**src/rtl/cipher_pkg.sv**
```systemverilog
// Shared definitions for the cipher code entry and display-side select logic.
package cipher_pkg;

    localparam int unsigned DIG_W     = 4;
    localparam int unsigned WORD_W    = 16;
    localparam int unsigned NUM_CODES = 4;
    localparam int unsigned IDX_W     = 2;
    localparam int unsigned CNT_O_W   = 3;

    localparam logic [15:0] CODE_WORDS [4] = '{16'h3245, 16'h3607, 16'h5408, 16'h0388};

    typedef enum logic [1:0] {COLLECT, LOOKUP, DONE} entry_state_t;

    typedef struct packed {
        logic             match;
        logic [IDX_W-1:0] idx;
    } lookup_result_t;

endpackage

```
**src/rtl/debounce_pulse.sv**
```systemverilog
// Synchronizes a raw button, debounces it with a saturating counter and emits one pulse per push.
module debounce_pulse #(
    parameter int unsigned DB_CYCLES = 1_000_000
) (
    input  logic clk,
    input  logic reset,
    input  logic raw,
    output logic pulse
);

    localparam int unsigned    CNT_W   = $clog2(DB_CYCLES + 1);
    localparam logic [CNT_W-1:0] CNT_MAX = CNT_W'(DB_CYCLES);

    logic             r_sync1;
    logic             r_sync2;
    logic [CNT_W-1:0] r_cnt;
    logic             r_pulse;

    // Saturation at CNT_MAX blocks a second pulse until the level drops.
    always_ff @(posedge clk or negedge reset) begin
        if (!reset) begin
            r_sync1 <= 1'b0;
            r_sync2 <= 1'b0;
            r_cnt   <= '0;
            r_pulse <= 1'b0;
        end else begin
            r_sync1 <= raw;
            r_sync2 <= r_sync1;
            if (!r_sync2) begin
                r_cnt <= '0;
            end else if (r_cnt != CNT_MAX) begin
                r_cnt <= r_cnt + CNT_W'(1);
            end
            r_pulse <= r_sync2 && (r_cnt == (CNT_MAX - CNT_W'(1)));
        end
    end

    assign pulse = r_pulse;

endmodule

```
**src/rtl/cipher_code_entry.sv**
```systemverilog
// Collects four debounced hex digits and decodes them to a codeword selection index.
module cipher_code_entry
    import cipher_pkg::*;
#(
    parameter int unsigned DB_CYCLES = 1_000_000
) (
    input  logic         clk,
    input  logic         reset,
    input  logic [3:0]   din,
    input  logic         enter,
    input  logic         clr,
    output logic [15:0]  dig,
    output logic [2:0]   cnt,
    output logic         valid,
    output logic         match,
    output logic [1:0]   idx
);

    logic                w_press;
    entry_state_t        r_state, w_state_nxt;
    logic [WORD_W-1:0]   r_dig, w_dig_nxt;
    logic [CNT_O_W-1:0]  r_cnt, w_cnt_nxt;
    logic                r_valid, w_valid_nxt;
    lookup_result_t      r_res, w_res_nxt;
    lookup_result_t      w_hit;

    debounce_pulse #(
        .DB_CYCLES (DB_CYCLES)
    ) u_db (
        .clk   (clk),
        .reset (reset),
        .raw   (enter),
        .pulse (w_press)
    );

    // Table compare; idx stays 0 when nothing matches.
    always_comb begin
        w_hit = '0;
        for (int i = 0; i < int'(NUM_CODES); i++) begin
            if (r_dig == CODE_WORDS[i]) begin
                w_hit.match = 1'b1;
                w_hit.idx   = IDX_W'(i);
            end
        end
    end

    always_comb begin
        w_state_nxt = r_state;
        w_dig_nxt   = r_dig;
        w_cnt_nxt   = r_cnt;
        w_valid_nxt = r_valid;
        w_res_nxt   = r_res;
        if (clr) begin
            w_state_nxt = COLLECT;
            w_dig_nxt   = '0;
            w_cnt_nxt   = '0;
            w_valid_nxt = 1'b0;
            w_res_nxt   = '0;
        end else begin
            case (r_state)
                COLLECT: begin
                    if (w_press) begin
                        w_dig_nxt = {r_dig[WORD_W-DIG_W-1:0], din};
                        w_cnt_nxt = r_cnt + CNT_O_W'(1);
                        if (r_cnt == CNT_O_W'(3)) begin
                            w_state_nxt = LOOKUP;
                        end
                    end
                end
                LOOKUP: begin
                    w_res_nxt   = w_hit;
                    w_valid_nxt = 1'b1;
                    w_state_nxt = DONE;
                end
                DONE: begin
                    if (w_press) begin
                        w_dig_nxt   = {12'h000, din};
                        w_cnt_nxt   = CNT_O_W'(1);
                        w_valid_nxt = 1'b0;
                        w_res_nxt   = '0;
                        w_state_nxt = COLLECT;
                    end
                end
                default: begin
                    w_state_nxt = COLLECT;
                end
            endcase
        end
    end

    always_ff @(posedge clk or negedge reset) begin
        if (!reset) begin
            r_state <= COLLECT;
            r_dig   <= '0;
            r_cnt   <= '0;
            r_valid <= 1'b0;
            r_res   <= '0;
        end else begin
            r_state <= w_state_nxt;
            r_dig   <= w_dig_nxt;
            r_cnt   <= w_cnt_nxt;
            r_valid <= w_valid_nxt;
            r_res   <= w_res_nxt;
        end
    end

    assign dig   = r_dig;
    assign cnt   = r_cnt;
    assign valid = r_valid;
    assign match = r_res.match;
    assign idx   = r_res.idx;

endmodule

```
**config.mk**
```make
export PLATFORM = sky130hd
export DESIGN_NAME = cipher_code_entry
export DESIGN_NICKNAME = d
export VERILOG_FILES = /design/src/rtl/cipher_pkg.sv /design/src/rtl/debounce_pulse.sv /design/src/rtl/cipher_code_entry.sv
export SDC_FILE = /design/constraint.sdc
export NUM_CORES = 1
export LEC_CHECK = 0
export ABC_AREA = 1
export BUFFER_PORTS_ARGS = -buffer_cell sky130_fd_sc_hd__buf_4
export CAP_MARGIN = 15
export CORE_MARGIN = 1
export CORE_UTILIZATION = 40
export CTS_BUF_LIST = sky130_fd_sc_hd__clkbuf_4 sky130_fd_sc_hd__clkbuf_8
export DETAILED_ROUTE_END_ITERATION = 8
export GPL_TIMING_DRIVEN = 0
export HOLD_SLACK_MARGIN = 0.12
export PLACE_DENSITY = 0.7
export SYNTH_ARGS = -nofsm -noshare
export SYNTH_HDL_FRONTEND = slang
export SYNTH_SLANG_ARGS = --single-unit
export TNS_END_PERCENT = 100
```
**constraint.sdc**
```tcl
create_clock -name clk -period 1.2 [get_ports clk]
set_input_delay 0.24 -clock clk [delete_from_list [all_inputs] [get_ports clk]]
set_output_delay 0.24 -clock clk [all_outputs]
set_load 0.02 [all_outputs]
```
Word-level counts from Yosys, hierarchy flattened
Index checks and enable logic that the tools add are counted.

Bits in registers: 48. Output and inout bits: 23. Word-level logic and storage cells: 57.

Add/sub/neg operators: 2. Equal/unequal tests: 13. Muxes and demuxes: 25. Reductions and logical operators: 7.

Operators by type and width (count): $mux 16 (3); $mux 20 (2); $eq 16x14->1 const B (2); $pmux 16 s2 (1); $mux 3 (9); $add 20x1->20 const B (1); $eq 20x20->1 const B (1); $ne 20x20->1 const B (1); $eq 16x10->1 const B (1); $eq 16x15->1 const B (1); $pmux 3 s2 (2); $mux 2 (4); $ne 3x2->1 const B (2); $pmux 2 s3 (1); $reduce_and 3->1 (2); $reduce_bool 3->1 (2); $add 3x1->3 const B (1); $eq 3x2->1 const B (1); $ne 3x3->1 const B (1); $eq 2x1->1 const B (1); $eq 2x2->1 const B (1); $logic_not 2->1 (1); $mux 1 (2); $ne 2x2->1 const B (1); 3 further kinds (3).

Logic depth before layout (Yosys ltp)
Depth in word-level cells: 7. Depth in mapped cells: 9. Mapped depth without buffers: 9.

Modules after synthesis
From an unflattened synthesis, not the netlist that was laid out.

Cells, all modules: 328. Area total of the unflattened synthesis: 2615.0 sq um.

By module, submodules not included: debounce_pulse (instances 1, cells an instance 182, area each 1318.8 sq um, sequential area each 575.6 sq um); cipher_code_entry (instances 1, cells an instance 146, area each 1296.2 sq um, sequential area each 625.6 sq um).

Least setup slack after synthesis
Ideal clock, no wire load.

Path type: reg2reg. Start point: register u_db.r_cnt[0]. End point: register u_db.r_cnt[14]. Setup time: 0.122 ns. Data arrival time: 1.186 ns. Data required time: 1.078 ns. Path slack: -0.107 ns. Stages on the path, launching flop included: 9. Cell sequence: dfrtp_1 -> ha_1 -> nand2_2 -> nor2_4 -> nand2_2 -> inv_2 -> nand3_1 -> xor2_1 -> nor2_1.

Cells in the longest elaborated chain, start to end: 3. Elaborated cells between the ends (all ways): 5.

RTL lines: start, declared (line debounce_pulse.sv:16) `logic [CNT_W-1:0] r_cnt;`; start signal, assigned (line debounce_pulse.sv:32) `r_cnt <= r_cnt + CNT_W'(1);`; $add 20x1->20 (line debounce_pulse.sv:32); $mux 20 (line debounce_pulse.sv:31) `end else if (r_cnt != CNT_MAX) begin`; $mux 20 (line debounce_pulse.sv:29) `if (!r_sync2) begin`.

Parallel ways exist; a longest one is shown, timed or not. The select of a mux whose other input is x is not followed. A chain may end at the register's enable or synchronous reset.

Final worst setup path
Same ends and word-level chain as after synthesis.

==> run_results.csv <==
group,metric,value,unit
synth,synth_cells,310,
cells_and_area,final_cell_mix,"nand2_1, inv_1, dfrtp_1",
timing,skew,11.0,ps
synth,async_flop_share,100,%
floorplanning,die-area,6530,µm²
status,failed_checks,"negative setup slack",
global_routing,overflow,0,
placement,post-place-ws,-299,ps
floorplanning,dieWidth,80.8,µm
detailed_routing,wl_per_cell,13.9,µm
cts,cts_max_path_buffers,2,
floorplanning,io_pins,31,
placement,hpwlAfterDp,3.84,mm
detailed_routing,viasPerCell,5.06,
cells_and_area,finalNetCount,381,
timing,rsz0062_at_grt,"true",
critical_path,worst_path_largest_cell_delay,430,ps
floorplanning,fp.dieH,80.8,µm
synth,syn_area,2490,µm²
placement,gp_routability_congestion,0.818,
synth,syn_nets,322,
detailed_routing,drt-initial-drc-count,96,
pwr,p_per_area,878,nW/µm²
timing,setup_violations,24,
critical_path,reg2reg_to,"u_db.r_cnt[14]",
global_routing,grt_pass1_vias,2106,
floorplanning,fp-row-count,28,
synth,synth_edf_count,0,
critical_path,worst_setup_path_end_kind,"register",
cts,root_buffer,"clkbuf_8",
floorplanning,coreArea,5960,µm²
critical_path,arrival,1610,ps
critical_path,rrSetupSlack,-210,ps
detailed_routing,drc,0,
critical_path,critPathKind,"register to register",
min_path,min_path_cells,3,
critical_path,crit_required,1400,ps
synth,synth_flop_cell,"dfrtp_1",
cells_and_area,final_core_util,58.4,%
timing,worst_pin_slew,613,ps
timing,hold_ws,182,ps
cts,worst_skew_pair.late_latency,310,ps
critical_path,cp_max_fo,4,
cts,tritoncts,"built",
global_routing,antenna_found_initial,0,
placement,dpl_cell_area,2810,µm²
critical_path,crit_path_cell_trace,"ha_4, nand2_4, nor2_4, nand2_2, inv_2, nand3_2, xor2_1, nor2_1",
pwr,leakage,1.62,nW
critical_path,slowest_stage,"dfrtp_2",
synth,ys_types,28,
global_routing,track_usage,18.7,%
min_path,hold-path-endpoint,"dig[2]",
global_routing,grt_max_degree,49,
cells_and_area,final_common_cell,"nand2_1",
timing,slew_headroom,59.2,%
timing,period_needed,1410,ps
cts,h-tree-depth,2,
critical_path,cp-start-kind,"register",
cells_and_area,fin_area,3480,µm²
job,cap_violations,0,
placement,port_buffers,30,
cts,clock-sinks,48,
cells_and_area,syn_to_final_growth,40.0,%
timing,drv_slew,0,
detailed_routing,num_vias,2250,
detailed_routing,routed_wirelength,6.20,mm
min_path,hold_path.class,"input pin to register",
status,status,"complete, but fails checks",
synth,syn_area_per_cell,8.02,µm²
timing,clock.fmax,710,MHz
timing,final_hold_viol_count,0,
timing,worst_slack,-208,ps
critical_path,ff2ff_path_depth,8,
synth,synth-seq-cells,48,
detailed_routing,drtPass1Iterations,5,
timing,final.period_utilization,117,%
synth,ys_warn_count,0,
cells_and_area,antenna_cells,0,
critical_path,timing.rr.start,"u_db.r_cnt[0]",
synth,yosysSeqAreaShare,48.3,%
detailed_routing,ant_nets,0,
cts,clk_pin_slew,100,ps
global_routing,grt_pass1_wl,9.34,mm
min_path,hp-start,"din[2]",
cells_and_area,drive_above_1_share,37.6,%
pwr,vdd_drop_max,0.558,mV
cts,cts-buffers-inserted,5,
floorplanning,initial_core_util,41.7,%
-- cell families (layout without fill, tap and decap cells) --
family	Yosys count	count (layout)	synth area share, %
compound gates	47	47	10.4
xor+xnor	2	2	0.705
fa+ha+maj	4	4	2.01
buf+inv	55	115	8.91
flops	48	48	48.3
simple gates	154	154	29.6
-- routing by layer --
layer  global-route usage [%]  vias to the layer above  part of all wire [%]
met4                     5.18                        0                   1.9
met2                     34.5                       53                    53
met3                     3.93                       12                   3.7
li1                         -                     1109                     -
met1                     21.7                     1076                    41
met5                        0                        -                     0
-- final cells by class --
cell class | instances | area [µm²]
clock inverter | 3 | 46.3
sequential | 48 | 1210
tap | 75 | 93.8
buffer | 4 | 60.1
multi-input combinational | 207 | 1310
clock buffer | 5 | 68.8
inverter | 50 | 188
fill | 490 | 2470
timing repair buffer | 53 | 510
-- state kept, by name, indices dropped and copies added, names as in the netlist --
name and count:
u_db.r_sync1 1, r_state 2, match 1, u_db.r_cnt 20, valid 1, dig 16, u_db.r_sync2 1, u_db.pulse 1
idx 2, cnt 3
-- power breakdown --
| part | switching, mW | internal (mW) | total [mW] |
|---|---|---|---|
| clock | 0.578 | 0.628 | 1.21 |
| combinational | 0.116 | 0.0869 | 0.203 |
| sequential | 0.0176 | 1.63 | 1.65 |
-- worst max-delay path by stage --
stage	startpoint	end	slack, ps	cells past startpoint
2_1_floorplan	u_db.r_cnt[0]	u_db.r_cnt[14]	-110	8
3_3_place_gp	u_db.r_cnt[0]	u_db.r_cnt[18]	-240	8
3_5_place_dp	u_db.r_cnt[0]	u_db.r_cnt[18]	-300	8
4_1_cts	u_db.r_cnt[0]	u_db.r_cnt[18]	-200	9
5_1_grt	u_db.r_cnt[10]	u_db.r_cnt[14]	-300	5
6_report	u_db.r_cnt[0]	u_db.r_cnt[14]	-210	8
-- repair_timing --
item	CTS	global route
buffers inserted	11	9
cloned	0	2
gates resized for setup	34	68
hold endpoints to repair	49	0
hold buffers	2	0
endpoints found under the setup margin	32	45
pin swaps	11	26
-- worst max-delay path, delay by kind of cell (launching register included) --
family                   cells  cell delay (ps)
adder cells (fa/ha/maj)      1              170
XOR/XNOR                     1              190
AND/OR/NAND/NOR              5              440
buffers and inverters        1               70
flip-flops                   1              430
-- synth_stat cells (2+ instances only) --
master | count | share of area [%]
nand2_1 | 56 | 8.5
dfrtp_1 | 48 | 48
inv_1 | 48 | 7.2
nor2_1 | 47 | 7.1
nand3_1 | 23 | 4.6
o21ai_0 | 15 | 3.0
o22ai_1 | 14 | 3.5
a21oi_1 | 13 | 2.6
nand2_2 | 6 | 1.5
nor2_4 | 5 | 2.3
buf_2 | 4 | 0.81
ha_1 | 4 | 2.0
nor3_1 | 4 | 0.81
nand2_4 | 3 | 1.4
inv_2 | 2 | 0.30
nand3_2 | 2 | 0.81
nand4_1 | 2 | 0.50
nor3b_1 | 2 | 0.60
o21ai_1 | 2 | 0.40
xor2_1 | 2 | 0.70
-- through the flow --
| stage | instances | total power, mW | setup TNS, ps |
|---|---|---|---|
| finish | 445 | 3.06 | -2560 |
| global route | 445 | 3.17 | -4690 |
| CTS | 434 | 3.06 | -2160 |
| detailed placement | 415 | 1.80 | -4110 |
| global placement | 415 | 1.80 | -3190 |
| floorplan | 310 | 1.73 | -305 |
No activity file was read; power rests on OpenSTA's default activity.
